<file path="config.mk">
export PLATFORM = sky130hd
export DESIGN_NAME = square_reconstruct
export DESIGN_NICKNAME = d
export VERILOG_FILES = /design/src/rtl/sqrt_pkg.sv /design/src/rtl/square_reconstruct.sv
export SDC_FILE = /design/constraint.sdc
export NUM_CORES = 1
export LEC_CHECK = 0
export CAP_MARGIN = 20
export CORE_UTILIZATION = 58
export CTS_CLUSTER_SIZE = 12
export DETAILED_ROUTE_END_ITERATION = 8
export PLACE_DENSITY_LB_ADDON = 0.2
export SYNTH_ARGS = -nofsm -noshare
export SYNTH_HDL_FRONTEND = slang
export SYNTH_SLANG_ARGS = --single-unit
export TNS_END_PERCENT = 10
</file>
<file path="constraint.sdc">
create_clock -name Clock -period 4.7 [get_ports Clock]
set_clock_uncertainty 0.1 [all_clocks]
set_input_delay 0.705 -clock Clock [delete_from_list [all_inputs] [get_ports Clock]]
set_output_delay 0.705 -clock Clock [all_outputs]
set_load 0.03 [all_outputs]
</file>
<file path="src/rtl/sqrt_pkg.sv">
// Shared definitions for the square-root datapath: FSM states and width helpers.
package sqrt_pkg;

    localparam int unsigned SQRT_N = 32;

    typedef enum logic [1:0] {
        IDLE,
        CALC,
        DONE
    } state_t;

    function automatic int unsigned cnt_width(input int unsigned n);
        return $clog2(n / 2);
    endfunction

    localparam int unsigned SQRT_CNT_W = cnt_width(SQRT_N);

endpackage

</file>
<file path="src/rtl/square_reconstruct.sv">
// Rebuilds num = root^2 + rem with one multiplier bit per clock (shift-add),
// flagging non-canonical pairs where rem > 2*root.
module square_reconstruct
    import sqrt_pkg::*;
#(
    parameter int unsigned N = SQRT_N
) (
    input  logic             Clock,
    input  logic             reset_n,
    input  logic             start,
    input  logic [N/2-1:0]   root_in,
    input  logic [N/2:0]     rem_in,
    output logic             busy,
    output logic             done,
    output logic [N-1:0]     num_out,
    output logic             err
);

    localparam int unsigned H  = N / 2;
    localparam int unsigned CW = cnt_width(N);

    state_t        state;
    state_t        state_nxt;
    logic [N:0]    acc;
    logic [N:0]    mcand;
    logic [H-1:0]  q_sr;
    logic [CW-1:0] cnt;
    logic          last;
    logic          err_next;
    logic          accept;
    logic          unused_carry;

    // Bit N only absorbs carries from non-canonical pairs; the result is mod 2^N.
    assign unused_carry = acc[N];
    assign accept       = start && (state != CALC);

    always_ff @(posedge Clock or negedge reset_n) begin
        if (!reset_n) begin
            state <= IDLE;
        end else begin
            state <= state_nxt;
        end
    end

    always_comb begin
        state_nxt = state;
        case (state)
            IDLE:    state_nxt = start ? CALC : IDLE;
            CALC:    state_nxt = last ? DONE : CALC;
            DONE:    state_nxt = start ? CALC : IDLE;
            default: state_nxt = IDLE;
        endcase
    end

    always_comb begin
        busy = (state == CALC);
        done = (state == DONE);
    end

    // The final iteration raises 'last'; the following edge publishes the sum.
    always_ff @(posedge Clock or negedge reset_n) begin
        if (!reset_n) begin
            acc      <= '0;
            mcand    <= '0;
            q_sr     <= '0;
            cnt      <= '0;
            last     <= 1'b0;
            err_next <= 1'b0;
            num_out  <= '0;
            err      <= 1'b0;
        end else if (accept) begin
            mcand    <= {{(H + 1){1'b0}}, root_in};
            q_sr     <= root_in;
            acc      <= {{H{1'b0}}, rem_in};
            cnt      <= '0;
            last     <= 1'b0;
            err_next <= (rem_in > {root_in, 1'b0});
        end else if (state == CALC) begin
            if (last) begin
                num_out <= acc[N-1:0];
                err     <= err_next;
            end else begin
                if (q_sr[0]) begin
                    acc <= acc + (mcand << cnt);
                end
                q_sr <= q_sr >> 1;
                cnt  <= cnt + 1'b1;
                last <= (cnt == CW'(H - 1));
            end
        end
    end

endmodule

</file>
## After elaboration in Yosys (flattened, before gate mapping)

Cells that the tools add are included.

- Flip-flop bits (word level): 106
- Input port bits: 36
- Output and inout port bits: 35
- Logic and storage cells: 43

- Add/sub/neg operators: 2
- Magnitude comparators: 1
- Equal/unequal tests: 5
- Shift-type cells: 1
- Multiplexer cells: 16
- Bitwise logic cells: 1
- Reductions and logical operators: 8

Operator list:

| cell | count |
|---|---|
| $mux W33 | 4 |
| $mux W16 | 3 |
| $add A33 B33 Y33 | 1 |
| $shl A16 B4 Y33 | 1 |
| $gt A17 B17 Y1 | 1 |
| $mux W4 | 3 |
| $reduce_and A3 Y1 | 2 |
| $add A4 B1 Y4 const B | 1 |
| $eq A4 B4 Y1 const B | 1 |
| $mux W1 | 4 |
| $ne A2 B1 Y1 const B | 2 |
| $pmux W2 S2 | 1 |
| $reduce_bool A2 Y1 | 2 |
| $eq A2 B1 Y1 const B | 1 |
| $eq A2 B2 Y1 const B | 1 |
| $logic_not A2 Y1 | 1 |
| $mux W2 | 1 |
| $reduce_and A2 Y1 | 1 |
| $reduce_or A2 Y1 | 1 |
| $logic_and A1 B1 Y1 | 1 |
| $not A1 Y1 | 1 |

## Logic depth before layout (Yosys ltp)

- Depth in word-level cells: 6
- Gate-level depth with buffers: 17
- Depth with buffers taken out: 15

## Worst setup path before layout

No wires, ideal clock.

- Kind: flip-flop to flip-flop
- From: register cnt[0]
- To: register acc[29]
- Arrival time: 3,385 ps
- Required time: 4,480 ps
- Slack: 1,095 ps
- Stages on the path, launching flop included: 14
- Path buffers: 3
- Period minus slack after synthesis: 3,605 ps
- Cells stage by stage: dfrtp_1 -> clkbuf_1 -> buf_2 -> mux4_2 -> a21oi_1 -> a21oi_1 -> ha_1 -> buf_2 -> a21oi_1 -> o21ai_1 -> a221oi_2 -> a21oi_1 -> or3_1 -> a31o_1

- Cells in the longest elaborated chain, start to end: 6

RTL lines:

| item | line | source |
|---|---|---|
| from (decl) | square_reconstruct.sv:27 | `logic [CW-1:0] cnt;` |
| from (signal assigned) | square_reconstruct.sv:87 | `cnt <= cnt + 1'b1;` |
| $shl A16 B4 Y33 | square_reconstruct.sv:84 | `acc <= acc + (mcand << cnt);` |
| $add A33 B33 Y33 | square_reconstruct.sv:84 |  |
| $mux W33 | square_reconstruct.sv:83 | `if (q_sr[0]) begin` |
| $mux W33 | square_reconstruct.sv:79 | `if (last) begin` |
| $mux W33 | square_reconstruct.sv:78 | `end else if (state == CALC) begin` |
| $mux W33 | square_reconstruct.sv:71 | `end else if (accept) begin` |
| to (signal assigned) | square_reconstruct.sv:74 | `acc <= {{H{1'b0}}, rem_in};` |
| to (signal assigned) | square_reconstruct.sv:84 |  |
| to (decl) | square_reconstruct.sv:24 | `logic [N:0] acc;` |

Every way passes these cells. The select of a mux whose other input is x is not followed.
A chain may end at the register's enable or synchronous reset.

## Final worst setup path

- From: register cnt[0]
- To: register acc[31]

The elaborated chain is that of the path after synthesis.

==> metrics.md <==
| Metric | Value |
|---|---|
| Nets | `between 900 and 1,000` |
| CP required | `4840 ps` |
| Slew Limit Fails | `0` |
| Rows | `39` |
| Number of synthesized flops with an enable pin | `0` |
| Worst-path maximum fanout | `24` |
| Post-synthesis register bit count | `105` |
| Fmax achieved | `about 0.23 GHz` |
| Synth async-reset ratio | `100%` |
| Delay-heaviest family, CP | `simple AND/OR/NAND/NOR gates` |
| Startpoint Class | `register` |
| Rel. slew slack | `24.9%` |
| Post-Synth XOR/XNOR Area | `around 3.3%` |
| CP peak stage delay | `890 ps` |
| Routed Antenna Nets | `0` |
| Met1 Usage GRT | `38.7%` |
| Syn Area/Cell | `8.92 um2` |
| Post-synthesis cell count | `between 700 and 800` |
| WL per Instance | `18.7 um` |
| Initial Utilization | `60.3%` |
| GRT busiest layer | `met2` |
| Run status | `finished, violations left` |
| Total Routing Usage GR | `30.6%` |
| Clock latency on the worst-skew pair | `350 ps` |
| Tmin final | `4360 ps` |
| H-tree Lvls | `3` |
| Crit-path cells | `inv_1 -> and3_1 -> a21oi_1 -> mux2i_1 -> nor2_1 -> a21oi_1 -> ha_1 -> and3_1 -> and4_4 -> nand4_1 -> o32a_1 -> a31oi_4 -> nand4_1 -> and3_1` |
| Worst setup EP type | `register` |
| Crit path top cell by count | `and3_1` |
| GP Congestion | `0.945` |
| Die Area | `0.0124 mm2` |
| Final Hold Viols | `0` |
| CTS tree | `done` |
| Prevailing post-synth register cell | `dfrtp_1` |
| Compound-gate portion of the synthesized area | `20.3%` |
| Crit path kind | `register to register` |
| Failing checks | `DRC` |
| Worst-path clk slew | `70 ps` |
| Hpwl dp | `between 10,000 and 15,000 um` |
| Largest family of logic cells by synthesized area | `compound AO/OA/AOI/OAI gates` |
| # DRC | `8` |
| Core ar. | `0.0115 mm2` |
| Initial antenna violation count | `0` |
| Clk root buf | `clkbuf_16` |
| Cell Area, Synth | `0.00694 mm2` |
| Adder-Cell Fraction of Synth Area | `8.94%` |
| Vias in the first global route | `6,046` |
| Io pins | `71` |
| Post-CTS Setup Repair Bufs | `0` |
| Worst min-delay path category | `primary input to asynchronous set/reset pin` |
| Mux cell area share after synthesis | `9.86%` |
| Vias per std cell | `about 6.2` |
| GR Layer Usage met2 | `52.3%` |
| Via Count | `~6,000` |
| CTS Hold Buffers Added | `0` |
| M3 GR Usage | `4.41%` |
| CP arrival | `~4500 ps` |
| Synth Area in Simple Gates | `around 16%` |
| Fraction of layout cells with a size suffix above 1 | `under 10%` |
| Crit path buffers/inverters | `1` |
| Clock Sinks | `105` |
| Slew @ Worst Pin | `between 1000 and 1500 ps` |
| Global-route wire length before repair | `29,800 um` |
| TritonCTS Buffers | `9` |
| DRT Pass-1 Iters | `7` |
| CP max stage cell | `dfrtp_1` |
| Die Y | `111 um` |
| Setup_tns | `0 ps` |
| Cts repair resizes | `0` |
| Seq/Total Area, Yosys | `37.9%` |
| Post-synth net total | `around 860` |
| GRT overflow | `0` |
| Max-cap violations | `0` |
| CTS Buffer Depth | `2` |
| Die Span X | `111 um` |
| Warnings, synthesis | `0` |
| RSZ-0062 raised after global routing | `false` |
| Largest net degree at the start of global routing | `79` |
| # diodes | `0` |
| Final WL | `18,300 um` |
| Synth-to-layout area growth | `16.7%` |
| Final Cycle Share | `between 90% and 100%` |
| DRT iter0 DRCs | `482` |
| Final setup fails | `0` |
| Distinct cell type count after synthesis | `57` |
| IO Port Bufs | `70` |
==> synthesized netlist by cell type, types with 9 or more instances <==
master      n  share of area (%)
o21ai_0    59                4.3
xnor2_1    14                1.8
a21o_1     18                1.9
mux2i_1    11                1.6
inv_1      30                1.6
clkbuf_1   35                1.9
nor2_1     50                2.7
nor3_1      9               0.65
nand4_1    12                1.1
mux2_2     41                6.7
dfrtp_1   105                 38
xor2_1     12                1.5
and3_1     14                1.3
nand3_1    21                1.5
a22oi_1    18                1.9
ha_1       48                8.7
o21ai_1    13               0.94
a21oi_1    69                5.0
nand2_1   110                6.0
==> kinds of logic (layout without fill, tap and decap cells) <==
family | Yosys count | after routing
DFF | 105 | 105
buffers and inverters | 71 | 129
xor gates and xnor gates | 26 | 26
adders and majority gates | 49 | 49
and+or+nand+nor | 243 | 243
AOI/OAI and AO/OA | 227 | 227
muxes | 57 | 57
==> flip-flops by register name (all words and copies together) (netlist names) <==
register and cells:
err 1, cnt 4, acc 32, err_next 1, state 2, mcand 16, q_sr 16, last 1
num_out 32
==> final cells by class <==
type	count	area [um2]
Tap cell	143	179
Timing Repair Buffer	84	836
Clock inverter	2	37.5
Sequential cell	105	2630
Fill cell	952	3420
Multi-Input combinational cell	602	4040
Inverter	30	113
Clock buffer	13	260
==> metal layers <==
metal / part of all wire, % / vias up
li1: - / 2909
met1: 44 / 2901
met2: 48 / 185
met3: 4.5 / 42
met4: 3.9 / 0
met5: 0 / -
==> path summary, 6_finish.rpt <==
kind	cells after the start	slack, ps	startpoint	endpoint
worst max register to register	14	340	cnt[0]	acc[31]
worst min-delay path	1	250	reset_n	num_out[31]
worst min register to register	2	380	q_sr[1]	q_sr[1]
min in group Clock	2	380	q_sr[1]	q_sr[1]
worst max-delay path	14	340	cnt[0]	acc[31]
max in group asynchronous	2	3460	reset_n	num_out[8]
==> cell usage in the layout (no fill, tap or decap), drive strengths merged, types with 4 or more instances in the layout <==
master	netlist	layout
nand2b	4	4
clkbuf	35	13
a21oi	70	70
a211oi	4	4
nor2	50	50
a21o	18	18
nand2	110	110
a22oi	18	18
mux4	5	5
xor2	12	12
clkdlybuf4s50	0	69
inv	30	30
mux2	41	41
mux2i	11	11
nand4	12	12
a31oi	7	7
nand3	21	21
and2	6	6
o31ai	4	4
and3	14	14
buf	6	15
o21ai	72	72
dfrtp	105	105
o22ai	4	4
nor2b	6	6
ha	48	48
nor3	9	9
xnor2	14	14
==> through the flow <==
step           hold slack [ps]  setup WS [ps]  util [%]  instances  area (um2)
3_3_place_gp               349            521      67.3        962        7750
3_5_place_dp               360            428      67.3        962        7750
6_report                   255            339      70.3        979        8100
2_1_floorplan              309           1100         -        778        6940
5_1_grt                    300            101      70.3        979        8100
4_1_cts                    375            417      69.9        977        8050
Power is not shown: default switching activity piles up to over one toggle a cycle in this logic, so the estimate is an artifact.
